<file path="src/rtl/serial_adder_seq.sv">
// Bit-serial add/subtract sequencer: one shared full-adder cell processes
// a WIDTH-bit operation LSB first over WIDTH cycles, with valid/ready on both sides.
module serial_adder_seq #(
   parameter int unsigned WIDTH = 8
) (
   input  logic             clk,
   input  logic             rst,
   input  logic             in_valid,
   output logic             in_ready,
   input  logic [WIDTH-1:0] a,
   input  logic [WIDTH-1:0] b,
   input  logic             op_sub,
   output logic             out_valid,
   input  logic             out_ready,
   output logic [WIDTH-1:0] sum,
   output logic             cout,
   output logic             ovf,
   output logic             busy
);

   localparam int unsigned CNT_W = (WIDTH > 1) ? $clog2(WIDTH) : 1;
   localparam logic [CNT_W-1:0] LAST_BIT = CNT_W'(WIDTH - 1);

   typedef enum logic [1:0] {
      S_IDLE = 2'd0,
      S_RUN  = 2'd1,
      S_DONE = 2'd2
   } state_t;

   state_t           r_state;
   logic [WIDTH-1:0] r_a;
   logic [WIDTH-1:0] r_b;
   logic [WIDTH-1:0] r_sum;
   logic [CNT_W-1:0] r_cnt;
   logic             r_carry;
   logic             r_cout;
   logic             r_ovf;

   logic w_a_i;
   logic w_b_i;
   logic w_h1_s;
   logic w_h1_c;
   logic w_h2_c;
   logic w_s;
   logic w_c_next;

   // Shared full-adder cell: two half-adders plus carry OR
   assign w_a_i    = r_a[0];
   assign w_b_i    = r_b[0];
   assign w_h1_s   = w_a_i ^ w_b_i;
   assign w_h1_c   = w_a_i & w_b_i;
   assign w_s      = w_h1_s ^ r_carry;
   assign w_h2_c   = w_h1_s & r_carry;
   assign w_c_next = w_h1_c | w_h2_c;

   always_ff @(posedge clk or posedge rst) begin
      if (rst) begin
         r_state <= S_IDLE;
         r_a     <= '0;
         r_b     <= '0;
         r_sum   <= '0;
         r_cnt   <= '0;
         r_carry <= 1'b0;
         r_cout  <= 1'b0;
         r_ovf   <= 1'b0;
      end else begin
         case (r_state)
            S_IDLE: begin
               if (in_valid) begin
                  // Subtract is A + ~B + 1: the +1 enters as the initial carry
                  r_a     <= a;
                  r_b     <= op_sub ? ~b : b;
                  r_carry <= op_sub;
                  r_cnt   <= '0;
                  r_state <= S_RUN;
               end
            end
            S_RUN: begin
               r_sum   <= {w_s, r_sum[WIDTH-1:1]};
               r_a     <= {1'b0, r_a[WIDTH-1:1]};
               r_b     <= {1'b0, r_b[WIDTH-1:1]};
               r_carry <= w_c_next;
               if (r_cnt == LAST_BIT) begin
                  r_cout  <= w_c_next;
                  r_ovf   <= r_carry ^ w_c_next;
                  r_cnt   <= '0;
                  r_state <= S_DONE;
               end else begin
                  r_cnt <= r_cnt + CNT_W'(1);
               end
            end
            S_DONE: begin
               if (out_ready) begin
                  r_state <= S_IDLE;
               end
            end
            default: begin
               r_state <= S_IDLE;
            end
         endcase
      end
   end

   // Handshake flags decode directly from the state register
   assign in_ready  = (r_state == S_IDLE);
   assign busy      = (r_state == S_RUN);
   assign out_valid = (r_state == S_DONE);
   assign sum       = r_sum;
   assign cout      = r_cout;
   assign ovf       = r_ovf;

endmodule

</file>
<file path="config.mk">
export PLATFORM = sky130hd
export DESIGN_NAME = serial_adder_seq
export DESIGN_NICKNAME = d
export VERILOG_FILES = /design/src/rtl/serial_adder_seq.sv
export SDC_FILE = /design/constraint.sdc
export NUM_CORES = 1
export LEC_CHECK = 0
export CORE_MARGIN = 1.5
export CORE_UTILIZATION = 45
export CTS_BUF_LIST = sky130_fd_sc_hd__clkbuf_8
export CTS_CLUSTER_DIAMETER = 200
export DETAILED_ROUTE_END_ITERATION = 6
export DONT_BUFFER_PORTS = 1
export GPL_TIMING_DRIVEN = 0
export PLACE_DENSITY = 0.67
export SYNTH_ARGS = -nofsm -noshare
export SYNTH_HDL_FRONTEND = slang
export SYNTH_SLANG_ARGS = --single-unit
</file>
<file path="constraint.sdc">
create_clock -name clk -period 1.7 [get_ports clk]
set_input_delay 0.255 -clock clk [delete_from_list [all_inputs] [get_ports clk]]
set_output_delay 0.255 -clock clk [all_outputs]
set_load 0.02 [all_outputs]
</file>
==> results of run 1 <==
## metal layers
| metal | vias to the layer above | wire (um) |
|---|---|---|
| li1 | 476 | - |
| met1 | 490 | 1338 |
| met2 | 34 | 1366 |
| met3 | 4 | 207 |
| met4 | 0 | 28 |
| met5 | - | 0 |
## worst paths after layout
path / from / end / slack, ns / cells after the start
worst max-delay path: r_state[0]$_DFFE_PP0P_ / in_ready / 0.09 / 3
worst min-delay path: rst / r_cnt[1]$_DFFE_PP0P_ / -0.04 / 1
worst max register to register: r_cnt[0]$_DFFE_PP0P_ / cout$_DFFE_PP0P_ / 0.21 / 4
worst min register to register: r_b[5]$_DFFE_PP0P_ / r_b[5]$_DFFE_PP0P_ / 0.48 / 2
max in group asynchronous: rst / r_a[6]$_DFFE_PP0P_ / 1.23 / 2
min in group clk: out_ready / r_state[1]$_DFFE_PP0P_ / 0.13 / 2
## cell usage in the layout (no fill, tap or decap), types with 2 or more instances in the layout
master / n
dfrtp_1: 32
nand2_1: 14
and3b_1: 12
o21ai_0: 9
xor2_1: 8
a21oi_1: 7
clkbuf_8: 6
buf_6: 5
a221o_1: 5
mux2_2: 5
mux2_4: 4
buf_2: 4
a22o_1: 4
nor2b_1: 3
a22oi_1: 3
inv_1: 3
nor2_1: 2
ha_1: 2
## logic make-up (layout without fill, tap and decap cells)
family,count (synthesis),in the layout,share of synthesized area
AO/OA/AOI/OAI,31,31,0.1425
XOR/XNOR,9,9,0.04961
adder cells (fa/ha/maj),3,3,0.02834
buffers and inverters,12,21,0.05748
flip-flops,32,32,0.5039
multiplexers,9,9,0.07323
AND/OR/NAND/NOR,35,35,0.1449
## per-stage QoR
step                instances  hold slack [ns]    util  worst slack [ns]
finish                    186         -0.04311  0.5246           0.09294
global route              186         0.008457  0.5246           0.02180
global placement          177           0.4234  0.4896            0.2738
CTS                       185           0.1305  0.5164           0.09418
floorplan                 131           0.3712       -            0.3509
detailed placement        177           0.4258  0.4896            0.2326
## layout make-up
cell class	instances	area [um^2]
inverter	1	3.754
fill	334	1599
tap	46	57.56
sequential	32	800.8
buffer	11	87.58
multi-input combinational	87	696.9
timing repair buffer	1	27.53
clock inverter	2	7.507
clock buffer	6	82.58
## flip-flops by register name, indices dropped and copies added (netlist names)
register,flops
cout,1
ovf,1
r_a,8
r_b,8
r_carry,1
r_cnt,3
r_state,2
sum,8
## cells in the mapped netlist
library cell,n,area [um^2]
inv_1,1,3.750
mux2_4,4,60.06
xnor2_1,1,8.760
buf_2,4,20.02
nand2_1,14,52.55
o21ai_0,9,45.04
nand3b_1,1,7.510
o21ba_2,1,10.01
dfrtp_1,32,800.8
nor3b_4,1,18.77
ha_1,2,25.02
a221o_1,5,50.05
clkbuf_1,1,3.750
xor2_1,8,70.07
a21oi_1,7,35.03
buf_4,1,7.510
nand2b_1,1,6.260
fa_1,1,20.02
buf_6,5,56.30
and3b_1,12,105.1
o21bai_4,1,18.77
nor2_1,2,7.510
a22oi_1,3,22.52
a22o_1,4,35.03
nor2b_1,3,18.77
mux2_2,5,56.30
a32o_1,1,10.01
nor2b_4,1,13.76
## power by group through the flow
| stage | combinational (mW) | sequential, mW | clock [mW] |
|---|---|---|---|
| 2_1_floorplan | 1.04 | 1.39 | 0 |
| 3_3_place_gp | 1.17 | 1.44 | 0 |
| 3_5_place_dp | 1.23 | 1.46 | 0 |
| 4_1_cts | 1.22 | 1.45 | 0.594 |
| 5_1_grt | 1.32 | 1.49 | 0.643 |
| 6_report | 1.22 | 1.44 | 0.590 |
==> out/results.txt, run 1 <==
Outcome: finished, violations left
Failing checks: negative hold slack
Avg Inst Size Synth: 12.13 um^2
Post-route cell area: 1764 um^2
CTS clk-pin slew, worst paths: 0.07 ns
Synthesized cell area: 1589 um^2
Fmax: 0.6223 GHz
Vias in the first global route: 996
Syn Nets: 155
Number of diodes: 0
Buf/Inv on CP: 2
Routed WL: 2.940 mm
Max stage delay on crit path: 0.37 ns
Max Cap Violations: 0
Max FO, Critical Path: 10
Post-CTS Setup Bufs: 0
Tot Pwr: 3.251 mW
Synthesized flop and latch total: 32
CTS Hold Bufs: 0
First DRT Iteration DRCs: 55
Yosys warns: 0
Die W: 62.43 um
Post-Synthesis Cells: 131
Area after DPL: 1647 um^2
Net Switching: 1.182 mW
Max Transition Viols Final: 0
CP Launch Type: register
Largest net degree at the start of global routing: 33
Met3 usage: 0.07748
PwrDens: 1843 nW/um^2
Clock Sinks: 32
Part of the Yosys area used for sequential elements: 0.5039
Core area: 3363 um^2
Slew @ Worst Pin: 0.6779 ns
Final Skew: 0.006391 ns
CP Cell Sequence: buf_6, buf_2, nor2_1
Share of total power in the clock network: 0.181
# setup viols final: 0
Hpwl dp: 2.051 mm
IO Pins: 34
Met1 global-route usage: 0.1974
Relative slew slack: 0.5476
CTS tree: built
Die height: 62.43 um
CP Class: reg -> out
Comb power frac: 0.375
Clk_lat worst skew: 0.28 ns
Worst Path Required: 1.44 ns
First-pass GRT wire length: 4.781 mm
Setup tns final: 0 ns
FP Rows: 21
Vias per cell: 5.398
Minimum clock period: 1.607 ns
CP delay by family, top: flip-flops
Root buf cell: clkbuf_8
GPL Wtd Cong: 0.7136
Tcrit/Tclk final: 0.9453
Cell variety after synth: 28
Initial antenna violation count: 0
DRC: 0
Post-route ant nets: 0
First-pass DRT Iterations: 4
Area grow syn2layout: 11.02%
Peak VDD IR: 0.0008258 V
Global-route layer with the greatest usage: met2
Slowest-stage cell, CP: dfrtp_1
M2 GR Usage: 0.2433
Fin nets: 163
GR Overflow Total: 0
Hold Slack: -0.04311 ns
Tot GR Track Use: 0.1614
Hold/Removal Path Class: in -> async
WP data arrival: 1.35 ns
CTS HTree Levels: 2
Sequential power share: 0.443
Via count: 1,004
Hold Fails Final Rpt: 15
Switch share: 0.3637
RSZ-0062 raised after global routing: false
Effective utilization at floorplan: 0.4725
# port buffers: 0
Worst setup EP type: primary output
Clock Tree Buf Depth: 2
Post-cts resize count: 0
Int Pwr: 2.069 mW
P_leak: 0.8571 nW
Fraction of layout cells with a size suffix above 1: 0.2143
WL/cell: 15.81 um
CTS Buf Count: 5
Die area: 3897 um^2
Power figures use the tool's default switching activity.
==> inputs of run 2 (changes only) <==
--- a/config.mk
+++ b/config.mk
@@ -5,6 +5,7 @@
 export SDC_FILE = /design/constraint.sdc
 export NUM_CORES = 1
 export LEC_CHECK = 0
+export ABC_AREA = 1
 export CORE_MARGIN = 1.5
 export CORE_UTILIZATION = 45
 export CTS_BUF_LIST = sky130_fd_sc_hd__clkbuf_8
==> run 2 against run 1 <==
Compared with the run above: the flow now finishes without violations; clock-buffer cell count shrank 1; flip-flop and latch count is the same; worst hold slack gained 0.12 ns; maximum frequency grew 5.9%; first-iteration DRC count shrank 11%; clock power shrank 14%; wire length grew 20%; combinational power is essentially flat; critical path type unchanged; largest cell class unchanged.
==> out/results.txt, run 2 <==
Yosys warns: 0
Worst setup EP type: primary output
Root buf cell: clkbuf_8
Clock Sinks: 32
CTS Hold Bufs: 0
Hold/Removal Path Class: in -> reg
CP delay by family, top: simple AND/OR/NAND/NOR gates
Synthesized cell area: 1635 um^2
Area after DPL: 1693 um^2
Cell variety after synth: 21
DRC: 0
CP Launch Type: register
Via count: 1,309
Hold Path Cell Cnt: 1
Vias in the first global route: 1,324
Syn Nets: 219
EDFF count, synth: 0
IO Pins: 34
Vias per cell: 5.278
CTS clk-pin slew, worst paths: 0.06 ns
Area grow syn2layout: 10.02%
Post-synth ARST share: 1.000
Max Cap Violations: 0
CP startpoint: r_state[0]$_DFFE_PP0P_
First-pass DRT Iterations: 4
Fmax: 0.6591 GHz
Number of diodes: 0
Buf/Inv on CP: 1
Layout Utilization: 0.5267
GPL Wtd Cong: 0.7639
Die area: 4005 um^2
FF-to-FF setup slack: 0.32 ns
Minimum clock period: 1.517 ns
RSZ-0062 raised after global routing: false
Synth top area share: 0.4897
Largest net degree at the start of global routing: 33
Peak VDD IR: 0.0006150 V
Commonest cells after routing, fill and taps aside: nand2_1 (79), nand3_1 (39), dfrtp_1 (32)
Worst Path Required: 1.44 ns
Max FO, Critical Path: 9
CTS Buf Count: 5
First DRT Iteration DRCs: 49
Worst R2R Path Depth: 4
Slew @ Worst Pin: 0.5743 ns
Top post-synthesis cells by area: dfrtp_1 (49%), nand2_1 (18%), nand3_1 (12%)
GR Overflow Total: 0
Fraction of layout cells with a size suffix above 1: 0.1386
Post-cts resize count: 0
CTS HTree Levels: 2
Initial antenna violation count: 0
Critical R2R Launch: r_state[0]$_DFFE_PP0P_
Hold Slack: 0.07230 ns
Post-route ant nets: 0
Count leader, synth: nand2_1
Core area: 3416 um^2
Effective utilization at floorplan: 0.4788
Post-CTS Setup Bufs: 0
Final Skew: 0.005921 ns
WL/cell: 14.19 um
Hold Fails Final Rpt: 0
Hold_sp: out_ready
Routed WL: 3.519 mm
Post-Synthesis Cells: 195
P_leak: 0.9451 nW
Clk_lat worst skew: 0.28 ns
Commonest cells post-synth: nand2_1 (79), nand3_1 (39), dfrtp_1 (32)
Max Transition Viols Final: 0
Max stage delay on crit path: 0.45 ns
Commonest non-fill, non-tap cell in the layout: nand2_1
# port buffers: 0
Tot GR Track Use: 0.1968
First-pass GRT wire length: 5.975 mm
Clock Tree Buf Depth: 2
Synthesized flop and latch total: 32
Post-synth top flop: dfrtp_1
Fin nets: 228
CP Cell Sequence: buf_4, nor2_2
# setup viols final: 0
PwrDens: 1723 nW/um^2
Post-synth top area cell: dfrtp_1
Tcrit/Tclk final: 0.8925
FP Rows: 21
Avg Inst Size Synth: 8.386 um^2
WP data arrival: 1.26 ns
Post-route cell area: 1799 um^2
Worst Hold End: r_state[1]$_DFFE_PP0P_
Outcome: finished, final reports clean
Relative slew slack: 0.6167
Die height: 63.29 um
Die W: 63.29 um
Part of the Yosys area used for sequential elements: 0.4897
CP Class: reg -> out
CTS tree: built
Hpwl dp: 2.472 mm
R2R Path End: r_a[0]$_DFFE_PP0P_
Slowest-stage cell, CP: nor2_2
Setup tns final: 0 ns
Fill cells: 343
[run 2: cell type report]
| type | instances | area [um^2] | share of cell area |
|---|---|---|---|
| clock buffers | 5 | 68.82 | 0.03825 |
| well taps | 46 | 57.56 | 0.03199 |
| plain buffers | 11 | 110.1 | 0.06120 |
| flip-flops and latches | 32 | 800.8 | 0.4451 |
| repair buffers | 2 | 37.54 | 0.02086 |
| inverters | 13 | 48.80 | 0.02712 |
| multi-input cells | 139 | 675.6 | 0.3755 |
[run 2: worst max path at each step]
| stage | to | depth (start not counted) |
|---|---|---|
| 4_1_cts | in_ready | 2 |
| 5_1_grt | in_ready | 2 |
| 2_1_floorplan | ovf$_DFFE_PP0P_ | 4 |
| 3_3_place_gp | ovf$_DFFE_PP0P_ | 4 |
| 6_report | in_ready | 2 |
| 3_5_place_dp | r_b[3]$_DFFE_PP0P_ | 1 |
[run 2: cells by family (layout without fill, tap and decap cells)]
family          Yosys count  count (layout)  synth area share
simple gates            129             129            0.3581
flops                    32              32            0.4897
buf+inv                  24              31           0.09717
compound gates            5               5           0.01683
fa+ha+maj                 3               3           0.02754
xor+xnor                  2               2           0.01071
[run 2: routing by layer]
metal  routed length (um)  global-route usage  part of all wire
met3                  192             0.07679             0.055
met4                   57             0.07065             0.016
met5                    0                   0                 0
met2                 1735              0.3271              0.49
met1                 1534              0.2312              0.44
[run 2: through the flow]
| step | instances | setup WS, ns | total power, mW |
|---|---|---|---|
| 2_1_floorplan | 195 | 0.4861 | 2.322 |
| 3_3_place_gp | 241 | 0.4073 | 2.535 |
| 3_5_place_dp | 241 | 0.3835 | 2.602 |
| 4_1_cts | 246 | 0.1886 | 3.132 |
| 5_1_grt | 248 | 0.1060 | 3.354 |
| 6_report | 248 | 0.1827 | 3.100 |
[run 2: power breakdown]
part,switching (mW),internal [mW]
combinational,0.706,0.486
clock,0.244,0.263
sequential,0.333,1.07
total,1.28,1.82
==> inputs of run 3 (changes only) <==
--- a/config.mk
+++ b/config.mk
@@ -7,13 +7,15 @@
 export LEC_CHECK = 0
 export ABC_AREA = 1
 export CORE_MARGIN = 1.5
-export CORE_UTILIZATION = 45
+export CORE_UTILIZATION = 60
 export CTS_BUF_LIST = sky130_fd_sc_hd__clkbuf_8
 export CTS_CLUSTER_DIAMETER = 200
 export DETAILED_ROUTE_END_ITERATION = 6
 export DONT_BUFFER_PORTS = 1
 export GPL_TIMING_DRIVEN = 0
-export PLACE_DENSITY = 0.67
+export MAX_ROUTING_LAYER = met4
+export PLACE_DENSITY = 0.83
+export SKIP_LAST_GASP = 1
 export SYNTH_ARGS = -nofsm -noshare
 export SYNTH_HDL_FRONTEND = slang
 export SYNTH_SLANG_ARGS = --single-unit
==> run 3 against run 2 <==
Compared with the run above: first-iteration DRC count is 53% higher; clock-buffer cell count rose by 1; utilization is 19 points higher; sequential share of layout area is essentially flat; global-route usage increased by 3.8 points.
==> out/results.txt, run 3 (synthesis results as in run 2) <==
Met2 wire len: 1.616 mm
Hold Path Cell Cnt: 1
WL met1: 1.389 mm
PwrDens: 1759 nW/um^2
Relative slew slack: 0.6139
Post-route ant nets: 0
FP Rows: 18
Worst setup EP type: primary output
RSZ-0062 raised after global routing: false
Max Cap Violations: 0
Tcrit/Tclk final: 0.8856
Commonest non-fill, non-tap cell in the layout: nand2_1
CP Class: reg -> out
First DRT Iteration DRCs: 75
Max FO, Critical Path: 9
First-pass DRT Iterations: 4
First-pass GRT wire length: 5.513 mm
WL met3: 152 um
Hold/Removal Path Class: in -> reg
Commonest cells after routing, fill and taps aside: nand2_1 (79), nand3_1 (39), dfrtp_1 (32)
# port buffers: 0
Placed Cells: 225
IO Pins: 34
Max Transition Viols Final: 0
Layout Utilization: 0.7138
Clk_lat worst skew: 0.28 ns
Routed WL: 3.205 mm
CTS HTree Levels: 2
Slew @ Worst Pin: 0.5785 ns
Tot GR Track Use: 0.2343
Initial antenna violation count: 0
CP startpoint: r_state[0]$_DFFE_PP0P_
CP Launch Type: register
CTS clk-pin slew, worst paths: 0.06 ns
Die area: 3048 um^2
DRC: 0
Root buf cell: clkbuf_8
Effective utilization at floorplan: 0.6483
P_leak: 0.9629 nW
FF-to-FF setup slack: 0.38 ns
Largest net degree at the start of global routing: 33
Hpwl dp: 2.266 mm
Setup tns final: 0 ns
WP data arrival: 1.25 ns
Hold_sp: out_ready
Peak VDD IR: 0.001379 V
Fin nets: 228
Post-route cell area: 1800 um^2
Non-filler cells, final: 235
Via count: 1,321
CTS tree: built
WL/cell: 13.64 um
Fmax: 0.6642 GHz
Post-cts resize count: 0
Outcome: finished, final reports clean
Final Skew: 0.001796 ns
Hold Fails Final Rpt: 0
Clock Tree Buf Depth: 2
Core area: 2522 um^2
Max Used Layer: met4
Fraction of layout cells with a size suffix above 1: 0.1415
Area after DPL: 1673 um^2
Vias per cell: 5.621
Number of diodes: 0
Area grow syn2layout: 10.10%
Critical R2R Launch: r_state[0]$_DFFE_PP0P_
Minimum clock period: 1.506 ns
Worst R2R Path Depth: 4
# setup viols final: 0
Die W: 55.21 um
Worst Path Required: 1.44 ns
CTS Buf Count: 5
Die height: 55.21 um
Vias in the first global route: 1,333
GR Overflow Total: 0
Clock Sinks: 32
GPL Wtd Cong: 0.8197
run 3: cell count changes in the layout (fill, tap and decap cells not counted), sizes merged:
cell / change
clkbuf: +1
inv: +2
run 3: per-layer routing:
layer,GRT usage,vias to the layer above
met2,0.3656,49
met1,0.2857,630
met5,-,-
met3,0.07026,7
met4,0.09408,0
li1,-,635
run 3: through the flow:
step | worst slack, ns | total power, mW | hold WS, ns
after floorplan | 0.4861 | 2.322 | 0.3525
after global placement | 0.4099 | 2.515 | 0.3593
after detailed placement | 0.4078 | 2.588 | 0.3569
after CTS | 0.1979 | 3.174 | 0.06791
after global routing | 0.1283 | 3.390 | 0.07636
final | 0.1944 | 3.166 | 0.07230
run 3: power by group:
part | switching, mW | internal [mW]
Combinational | 0.701 | 0.485
Clock | 0.265 | 0.318
Sequential | 0.330 | 1.07
Total | 1.30 | 1.87
run 3: cell type report:
class                           count  area [um^2]
Timing Repair Buffer                2        37.54
Tap cell                           30        37.54
Sequential cell                    32        800.8
Inverter                           13        48.80
Buffer                             11        110.1
Clock buffer                        6        82.58
Clock inverter                      2        7.507
Fill cell                         207        721.9
Multi-Input combinational cell    139        675.6
run 3: critical path, stage by stage, from the launching register on:
cell and delay [ns]:
dfrtp_1 0.36, buf_4 0.16, nor2_2 0.45
run 3: what timing repair did:
action                    4_1_cts  5_1_grt
hold buffers                    0        1
buffers inserted                0        0
hold endpoints to repair        0       10
run 3: final timing paths:
| check | end |
|---|---|
| setup reg to reg | r_a[1]$_DFFE_PP0P_ |
| hold / removal | r_state[1]$_DFFE_PP0P_ |
| min in group asynchronous | r_a[6]$_DFFE_PP0P_ |
| setup / recovery | in_ready |
| hold reg to reg | r_a[4]$_DFFE_PP0P_ |
| max in group asynchronous | sum[7]$_DFFE_PP0N_ |
